**src/rtl/fifo_sync_param.sv**
```systemverilog
`default_nettype none
// ============================================================================
//  fifo_sync_param
//  Parametrised single-clock FIFO with occupancy count, threshold flags,
//  sticky overflow/underflow and synchronous flush.
//  Revision: 1.0
// ============================================================================
module fifo_sync_param #(
    parameter int WIDTH  = 8,
    parameter int DEPTH  = 16,
    parameter int AF_LVL = DEPTH - 2,
    parameter int AE_LVL = 1
) (
    input  logic                     clk,
    input  logic                     rst,
    input  logic                     clr,
    input  logic                     wr,
    input  logic [WIDTH-1:0]         datin,
    input  logic                     rd,
    output logic [WIDTH-1:0]         datout,
    output logic                     dato,
    output logic                     full,
    output logic                     empy,
    output logic                     afull,
    output logic                     aempty,
    output logic [$clog2(DEPTH):0]   count,
    output logic                     ovf,
    output logic                     udf
);

    localparam int AW = $clog2(DEPTH);
    localparam int CW = AW + 1;

    localparam logic [CW-1:0] C_DEPTH = CW'(DEPTH);
    localparam logic [CW-1:0] C_AF    = CW'(AF_LVL);
    localparam logic [CW-1:0] C_AE    = CW'(AE_LVL);

    logic [WIDTH-1:0] mem [DEPTH];

    logic [AW-1:0]    wptr_q,   wptr_d;
    logic [AW-1:0]    rptr_q,   rptr_d;
    logic [CW-1:0]    count_q,  count_d;
    logic [WIDTH-1:0] datout_q, datout_d;
    logic             dato_q,   dato_d;
    logic             ovf_q,    ovf_d;
    logic             udf_q,    udf_d;

    logic             w_full;
    logic             w_empy;
    logic             w_rd_ok;
    logic             w_wr_ok;

    // All status flags decode the registered count only, so they move on edges.
    assign w_full  = (count_q == C_DEPTH);
    assign w_empy  = (count_q == '0);
    assign w_rd_ok = rd & ~w_empy;
    assign w_wr_ok = wr & (~w_full | w_rd_ok);

    always_comb begin
        wptr_d   = wptr_q;
        rptr_d   = rptr_q;
        count_d  = count_q;
        datout_d = datout_q;
        dato_d   = 1'b0;
        ovf_d    = ovf_q;
        udf_d    = udf_q;
        if (clr) begin
            wptr_d  = '0;
            rptr_d  = '0;
            count_d = '0;
            ovf_d   = 1'b0;
            udf_d   = 1'b0;
        end else begin
            if (w_wr_ok) begin
                wptr_d = wptr_q + 1'b1;
            end
            if (w_rd_ok) begin
                rptr_d   = rptr_q + 1'b1;
                datout_d = mem[rptr_q];
                dato_d   = 1'b1;
            end
            if (w_wr_ok && !w_rd_ok) begin
                count_d = count_q + 1'b1;
            end else if (w_rd_ok && !w_wr_ok) begin
                count_d = count_q - 1'b1;
            end
            if (wr && !w_wr_ok) begin
                ovf_d = 1'b1;
            end
            if (rd && !w_rd_ok) begin
                udf_d = 1'b1;
            end
        end
    end

    always_ff @(posedge clk) begin
        if (!rst) begin
            wptr_q   <= '0;
            rptr_q   <= '0;
            count_q  <= '0;
            datout_q <= '0;
            dato_q   <= 1'b0;
            ovf_q    <= 1'b0;
            udf_q    <= 1'b0;
        end else begin
            wptr_q   <= wptr_d;
            rptr_q   <= rptr_d;
            count_q  <= count_d;
            datout_q <= datout_d;
            dato_q   <= dato_d;
            ovf_q    <= ovf_d;
            udf_q    <= udf_d;
        end
    end

    // Storage carries no reset; a write is suppressed while reset or flush wins.
    always_ff @(posedge clk) begin
        if (rst && !clr && w_wr_ok) begin
            mem[wptr_q] <= datin;
        end
    end

    assign datout = datout_q;
    assign dato   = dato_q;
    assign count  = count_q;
    assign full   = w_full;
    assign empy   = w_empy;
    assign afull  = (count_q >= C_AF);
    assign aempty = (count_q <= C_AE);
    assign ovf    = ovf_q;
    assign udf    = udf_q;

endmodule
`default_nettype wire

```
**config.mk**
```make
export PLATFORM = sky130hd
export DESIGN_NAME = fifo_sync_param
export DESIGN_NICKNAME = d
export VERILOG_FILES = /design/src/rtl/fifo_sync_param.sv
export SDC_FILE = /design/constraint.sdc
export NUM_CORES = 1
export LEC_CHECK = 0
export CORE_UTILIZATION = 64
export DETAILED_ROUTE_END_ITERATION = 12
export HOLD_SLACK_MARGIN = 0.02
export PLACE_DENSITY_LB_ADDON = 0.15
export SETUP_SLACK_MARGIN = 0.5
export SYNTH_ARGS = -nofsm -noshare
export SYNTH_HDL_FRONTEND = slang
export SYNTH_SLANG_ARGS = --single-unit
```
**constraint.sdc**
```tcl
create_clock -name clk -period 5.3 [get_ports clk]
set_input_delay 1.325 -clock clk [delete_from_list [all_inputs] [get_ports clk]]
set_output_delay 1.325 -clock clk [all_outputs]
set_load 0.02 [all_outputs]
```
== Word-level counts from Yosys, hierarchy flattened ==
Memories as Yosys holds them, arrays and structs flattened. A register that Yosys moved wholly into a read port is not among the register bits.
Index checks and enable logic that the tools add are counted.

* Word-level logic and storage cells: 40
* Memory bits (writable): 128
* Output and inout port bits: 20
* Input port bits: 13
* Memories: 1
* Register bits after elaboration: 16

* $add $sub $neg: 4
* Bitwise operators: 7
* Reduce and logical (&&, ||, !) cells: 14
* Muxes and demuxes: 5
* Equality and inequality tests: 1
* Magnitude comparators: 2

{| class="wikitable"
|+ Memories
! name !! depth !! width !! read ports !! clocked after memory_dff !! wr ports !! RTL line !! text
|-
| mem || 16 || 8 || 1 || 1 || 1 || 38 || <nowiki>logic [WIDTH-1:0] mem [DEPTH];</nowiki>
|}

{| class="wikitable"
|+ Operators by type and width
! cell !! number
|-
| 5-bit 2-to-1 mux || 2
|-
| 4-bit by 1-bit adder with 4-bit output (second input constant) || 2
|-
| 1-bit logical AND || 6
|-
| 5-bit by 1-bit adder with 5-bit output (second input constant) || 1
|-
| 5-bit equality test (second input constant) || 1
|-
| 5-bit by 4-bit >= comparator with 1-bit output (second input constant) || 1
|-
| 5-bit by 1-bit <= comparator with 1-bit output (second input constant) || 1
|-
| 5-bit logical NOT || 1
|-
| 5-bit by 1-bit subtractor with 5-bit output (second input constant) || 1
|-
| 1-bit logical NOT || 4
|-
| 1-bit NOT || 4
|-
| 1-bit 2-to-1 mux || 3
|-
| 1-bit bitwise AND || 2
|-
| 2-bit AND reduction || 1
|-
| 2-bit nonzero test || 1
|-
| 2-bit OR reduction || 1
|-
| 1-bit OR || 1
|}

== Depth between registers and ports, before layout ==
Gate-level depths: netlist of run 1.

* Word-level depth: 9
* Mapped depth: 10
* Mapped depth without buffers: 9

== Least setup slack after synthesis of run 1 ==
No wires, ideal clock.

* Path type: input to register
* Start: input rd
* End: register count_q[4] (netlist: count[4])
* Stages on the path: 8
* Path slack: 2.076 ns
* Data arrival time: 3.097 ns
* Path buffers: 2
* Required time: 5.173 ns
* Setup time: 0.127 ns
* Path through: clkbuf_1 > o21a_1 > clkbuf_1 > ha_1 > or4b_2 > a21oi_1 > xnor2_1 > nor2_1

* Longest elaborated chain between the ends: 6
* Elaborated cells on any way between the ends: 9
* Those cells by class: mux: 1; bitwise: 3; reduce/logical: 5

{| class="wikitable"
|+ RTL lines
! what !! RTL line !! text
|-
| from (decl) || 19 || <nowiki>input logic rd,</nowiki>
|-
| 1-bit bitwise AND * || 56 || <nowiki>assign w_rd_ok = rd & ~w_empy;</nowiki>
|-
| 1-bit OR * || 57 || <nowiki>assign w_wr_ok = wr & (~w_full | w_rd_ok);</nowiki>
|-
| 1-bit bitwise AND * || 57 ||
|-
| via w_wr_ok || 51 || <nowiki>logic w_wr_ok;</nowiki>
|-
| 1-bit logical NOT || 84 || <nowiki>end else if (w_rd_ok && !w_wr_ok) begin</nowiki>
|-
| 1-bit logical AND || 84 ||
|-
| 2-bit nonzero test (no source line) || n/a ||
|-
| to (signal assigned) || 108 || <nowiki>count_q <= count_d;</nowiki>
|-
| to (decl) || 42 || <nowiki>logic [CW-1:0] count_q, count_d;</nowiki>
|}

The timed path passes the listed nets; every way through them passes the cells marked *.
A chain may end at the register's enable or synchronous reset.

== Worst setup path in the final report of run 1 ==
* Start: register count_q[0] (netlist: count[0])
* End: output empy

* Longest elaborated chain between the ends: 1

{| class="wikitable"
|+ RTL lines
! what !! RTL line !! text
|-
| 5-bit logical NOT || 55 || <nowiki>assign w_empy = (count_q == '0);</nowiki>
|-
| to (decl) || 23 || <nowiki>output logic empy,</nowiki>
|}

Every way passes these cells.

==> flow_metrics.tcl, run 1 <==
set metrics [dict create \
    clockBufferDepth 2 \
    path_class "register to output port" \
    die-area_mm2 0.0100 \
    area_growth_pct 14.8 \
    synth-compound-area-share_pct 2.64 \
    root_buffer "clkbuf_8" \
    setup_tns_ns 0 \
    synthDistinctLibCells 38 \
    dieWidth_um 100 \
    coreArea_mm2 0.00928 \
    finalNonFillerCells 515 \
    placementRows 35 \
    gp_congestion 0.785 \
    synth_area_per_cell_um2 18.4 \
    setup_violations 0 \
    first_global_vias 3122 \
    ys_ff_latch 152 \
    via_per_inst 6.12 \
    synthSimpleGateAreaFrac_pct 5.36 \
    hold_buffers 0 \
    power_w 0.00263 \
    dpl.hpwl_um 7020 \
    maxCapViolCount 0 \
    drtIter0Drc 205 \
    antenna_found_initial 0 \
    relSlewSlack_pct 19.6 \
    worstPathRequired_ns 3.97 \
    drive_gt1_share_pct 15.0 \
    syn_inst 336 \
    wl_um 11200 \
    synth_top_area_share_pct 62.3 \
    syn-cell-area_mm2 0.00617 \
    grt_pass1_wl_um 17400 \
    antenna_cells 0 \
    synthAdderAreaFrac_pct 2.23 \
    outcome "finished clean" \
    synth-xor-area-share_pct 1.42 \
    mostFrequentLayoutCells "128 x edfxtp_1, 41 x nor2_1, 32 x clkdlybuf4s50_1, 23 x dfxtp_1, 19 x mux4_1" \
    gr-total-overflow 0 \
    cts_setup_buffers 0 \
    fmax_ghz 0.254 \
    grt_usage_pct 24.8 \
    post_drt_wl_per_cell_um 21.7 \
    cp_max_fo 7 \
    clkSinkCount 152 \
    die_y_um 100 \
    ctsHtreeMaxLevel 4 \
    final_net_count 397 \
    startpoint_type "register" \
    muxShareOfSynthArea_pct 15.9 \
    worstSkewPairLatency_ns 0.52 \
    synth_nets 360 \
    yosysTopAreaCell "edfxtp_1" \
    end_kind "output port" \
    worst_pin_slew_ns 1.20 \
    cts_buffers 17 \
    final_common_cell "edfxtp_1" \
    ys_top_cells_by_area "edfxtp_1 62%, mux4_1 8.1%, dfxtp_1 7.8%" \
    ys_seq_area_share_pct 70.1 \
    ant_nets 0 \
    portBuffers 32 \
    path_clk_slew_ns 0.07 \
    initial_core_util_pct 66.4 \
    dp.cells 483 \
    cts_tree "done" \
    grt_max_degree 34 \
    period_needed_ns 3.93 \
    slew_violations 0 \
    rsz0062_at_grt "false" \
    hold_violations 0 \
    finalCritPeriodShare_pct 74.2 \
    drt_first_pass_iters 5 \
    cp.arrival_ns 2.61 \
    skew_ns 0.00894 \
    power_density_mw_per_mm2 371 \
    vias 3152 \
    yosysWarnings 0 \
    synth_top_family_by_area "multiplexers" \
    p_leak_nw 2.30 \
    drt_drc_violations_left 0 \
    pin_count 33 \
    post_cts_resized 0 \
    peakVddDrop_mv 0.370 \
    holdCritPathClass "register to register" \
]
[worst max-delay path: stages (launching register included)]
cell             delay (ns)
dfxtp_1                0.39
inv_1                  0.15
ha_1                   0.18
or4b_1                 0.61
inv_1                  0.14
clkdlybuf4s50_1        0.62
[flip-flops by register name (all words and copies together) (netlist names)]
| register | flops |
|---|---|
| mem | 128 |
| datout | 8 |
| count | 5 |
| rptr_q | 4 |
| wptr_q | 4 |
| dato | 1 |
| ovf | 1 |
| udf | 1 |
[layout make-up]
class | instances | area [um^2]
Timing Repair Buffer | 34 | 335
Multi-Input combinational cell | 161 | 1700
Clock inverter | 15 | 119
Tap cell | 129 | 161
Sequential cell | 152 | 4330
Clock buffer | 17 | 414
Fill cell | 559 | 2200
Inverter | 7 | 26.3
[kinds of logic after synthesis]
group,after synthesis
fa+ha+maj,11
flops,152
compound gates,22
buf+inv,23
simple gates,68
xor+xnor,10
mux,50
[metrics by stage]
| stage | cell area (um^2) | setup slack [ns] | utilization, % | hold slack, ns |
|---|---|---|---|---|
| after floorplan | 6170 | 2.08 | - | 0.528 |
| after global placement | 6550 | 1.63 | 70.5 | 0.460 |
| after detailed placement | 6550 | 1.59 | 70.5 | 0.463 |
| after CTS | 7080 | 1.36 | 76.3 | 0.490 |
| after global routing | 7080 | 1.27 | 76.3 | 0.512 |
| final | 7080 | 1.37 | 76.3 | 0.480 |
[report_power, final]
| group | switching, W | leakage, nW | internal [W] |
|---|---|---|---|
| sequential | 0.0000255 | 1.35 | 0.00131 |
| clock | 0.000496 | 0.248 | 0.000584 |
| combinational | 0.000110 | 0.708 | 0.000100 |
[synth_stat cells (all sizes together)]
library cell / instances
or4b: 2
nor2b: 1
or4: 1
o21a: 2
nand4bb: 1
dfxtp: 24
or3: 2
edfxtp: 128
clkbuf: 6
mux4: 32
ha: 11
nor4: 1
and3: 2
mux2: 8
nand4: 3
nor3: 1
a221o: 8
nand2: 6
inv: 7
xnor2: 4
o21ai: 1
xor2: 6
mux2i: 10
a21oi: 8
nor2: 41
nand2b: 2
buf: 10
nand3b: 1
o211ai: 3
nand3: 4
[path summary, 6_finish.rpt]
kind                  from  slack, ns  cells after the start       end
hold / removal         udf       0.48                      2       udf
hold reg to reg        udf       0.48                      2       udf
setup reg to reg  count[0]       2.54                      9  count[4]
setup / recovery  count[0]       1.37                      5      empy
[per-layer routing]
metal | up-vias | track usage (%) | share of wire, %
li1 | 1415 | - | -
met1 | 1568 | 34.2 | 42
met2 | 145 | 38.5 | 49
met3 | 24 | 5.29 | 6.2
met4 | 0 | 12.0 | 2.7
met5 | - | 0 | 0
Power figures use the tool's default switching activity.
==> run 2, diff against run 1 <==
- CORE_UTILIZATION: 64 -> 53
- clock period: 5.3 -> 3.2 ns (I/O delays scaled with it)
==> run 2 against run 1 <==
Effect of this change:
- register-to-register slack got worse by 1.8 ns
- count of clock-buffer cells in the layout grew 2
- global-route usage shrank 2.8 points
- clock skew down 0.0016 ns
- utilization is 12 points lower
- cell area rose by 3.2%
- total power is 70% higher
- via count up 0.79%
- clock power increased by 74%
- combinational power is 85% higher
- final cell count rose by 7.0%
- sequential share of layout area decreased by 1.8 points
- critical path type unchanged
- largest power group unchanged
==> flow_metrics.tcl, run 2 (synthesis gave the netlist of run 1 again) <==
set metrics [dict create \
    area_growth_pct 18.5 \
    internal_power_w 0.00350 \
    power_density_mw_per_mm2 612 \
    antenna_cells 0 \
    worstPathRequired_ns 2.40 \
    path_clk_slew_ns 0.06 \
    die_y_um 110 \
    path_class "register to output port" \
    fin_util_pct 64.3 \
    p_sw_share_pct 21.8 \
    crit_buf_inv 3 \
    ant_nets 0 \
    p_leak_nw 2.44 \
    clkSinkCount 152 \
    finalCritPeriodShare_pct 81.2 \
    mostFrequentLayoutCells "128 x edfxtp_1, 41 x nor2_1, 28 x clkdlybuf4s50_1, 23 x buf_4, 21 x dfxtp_1" \
    worst_pin_slew_ns 1.16 \
    drt_drc_violations_left 0 \
    post_drt_wl_per_cell_um 21.5 \
    antenna_found_initial 0 \
    relSlewSlack_pct 22.3 \
    setup_tns_ns 0 \
    grt_pass1_wl_um 18300 \
    dieWidth_um 110 \
    first_global_vias 3264 \
    regMostFlops "mem" \
    gr-total-overflow 0 \
    cts_buffers 17 \
    rsz0062_at_grt "false" \
    holdCritPathClass "register to register" \
    hold_buffers 0 \
    pin_count 33 \
    slew_violations 0 \
    reg2reg_from "count[0]" \
    dpl.hpwl_um 7470 \
    cts_tree "done" \
    via_per_inst 5.77 \
    period_needed_ns 2.60 \
    final_net_count 419 \
    root_buffer "clkbuf_16" \
    cp_max_fo 7 \
    drt_first_pass_iters 4 \
    clkPwrFrac_pct 42.1 \
    vias 3177 \
    cp.arrival_ns 1.80 \
    coreArea_mm2 0.0114 \
    setup_violations 0 \
    placementRows 39 \
    outcome "finished clean" \
    worstSkewPairLatency_ns 0.41 \
    grt_max_degree 33 \
    crit_family "simple AND/OR/NAND/NOR gates" \
    worstHoldStart "ovf" \
    end_kind "output port" \
    hold_violations 0 \
    gp_congestion 0.780 \
    ctsHtreeMaxLevel 4 \
    final_common_cell "edfxtp_1" \
    hold_ws_ns 0.485 \
    skew_ns 0.00731 \
    die-area_mm2 0.0121 \
    finalNonFillerCells 551 \
    power_w 0.00447 \
    fmax_ghz 0.385 \
    grt_usage_pct 22.0 \
    seq_power_share_pct 49.2 \
    dp.cells 516 \
    cp-startpoint "count[0]" \
    p_sw_w 0.000977 \
    maxCapViolCount 0 \
    startpoint_type "register" \
    drtIter0Drc 214 \
    path_cells "inv_2 > ha_1 > or4b_4 > inv_1 > clkbuf_2" \
    drive_gt1_share_pct 20.3 \
    critPathSlowestCell "or4b_4" \
    max_stage_delay_ns 0.50 \
    peakVddDrop_mv 0.346 \
    wl_um 11800 \
    power_frac_comb_pct 8.7 \
    portBuffers 32 \
    largest_reg_flops 128 \
    initial_core_util_pct 54.2 \
    clockBufferDepth 2 \
]
[run 2: changes by cell type in the layout (fill, tap and decap cells not counted), moves of 2 or more]
cell / before / now
inv_1: 7 / 5
dlygate4sd2_1: 0 / 3
clkbuf_1: 0 / 2
buf_4: 2 / 23
inv_6: 6 / 0
dfxtp_1: 23 / 21
inv_2: 0 / 2
dfxtp_2: 1 / 3
clkdlybuf4s50_1: 32 / 28
bufinv_16: 0 / 2
[run 2: final cells by class]
class / instances / area (um^2)
Sequential cell: 152 / 4330
Timing Repair Buffer: 56 / 504
Clock inverter: 13 / 131
Fill cell: 834 / 4060
Clock buffer: 19 / 433
Multi-Input combinational cell: 161 / 1700
Tap cell: 143 / 179
Inverter: 7 / 26.3
[run 2: routing by layer]
| metal | track usage (%) | part of all wire, % | up-vias |
|---|---|---|---|
| met5 | 0 | 0 | - |
| met4 | 9.24 | 1.8 | 0 |
| met3 | 4.15 | 4.7 | 20 |
| met2 | 35.4 | 50 | 84 |
| met1 | 29.5 | 43 | 1615 |
| li1 | - | - | 1458 |
[run 2: what timing repair did]
| item | 4_1_cts | 5_1_grt |
|---|---|---|
| endpoints found under the setup margin | 4 | 2 |
| gates resized for setup | 8 | 3 |
| buffers inserted | 0 | 3 |
[run 2: path summary, 6_finish.rpt]
check | to | slack [ns] | cells after the start
worst min register to register | ovf | 0.48 | 2
worst max-delay path | empy | 0.60 | 5
worst max register to register | count[4] | 0.77 | 10
worst min-delay path | ovf | 0.48 | 2
[run 2: power by group through the flow]
stage / sequential, W / clock, W / combinational [W]
after floorplan: 0.00225 / 0 / 0.000232
after detailed placement: 0.00224 / 0 / 0.000376
after CTS: 0.00220 / 0.00191 / 0.000376
final: 0.00220 / 0.00188 / 0.000390
after global placement: 0.00224 / 0 / 0.000370
after global routing: 0.00220 / 0.00199 / 0.000430
[run 2: worst reg2reg max path: cells and delay by family, from the launching register on]
kind	cells	cell delay, ns
buffers and inverters	2	0.20
AND/OR/NAND/NOR	4	0.96
adder cells (fa/ha/maj)	2	0.44
AO/OA/AOI/OAI	1	0.18
flip-flops	1	0.42
XOR/XNOR	1	0.14
[run 2: stage by stage]
stage          area (um^2)  setup slack (ns)
6_report              7310             0.602
5_1_grt               7310             0.499
4_1_cts               7290             0.360
3_5_place_dp          6720             0.228
3_3_place_gp          6720             0.248
2_1_floorplan         6170             0.501
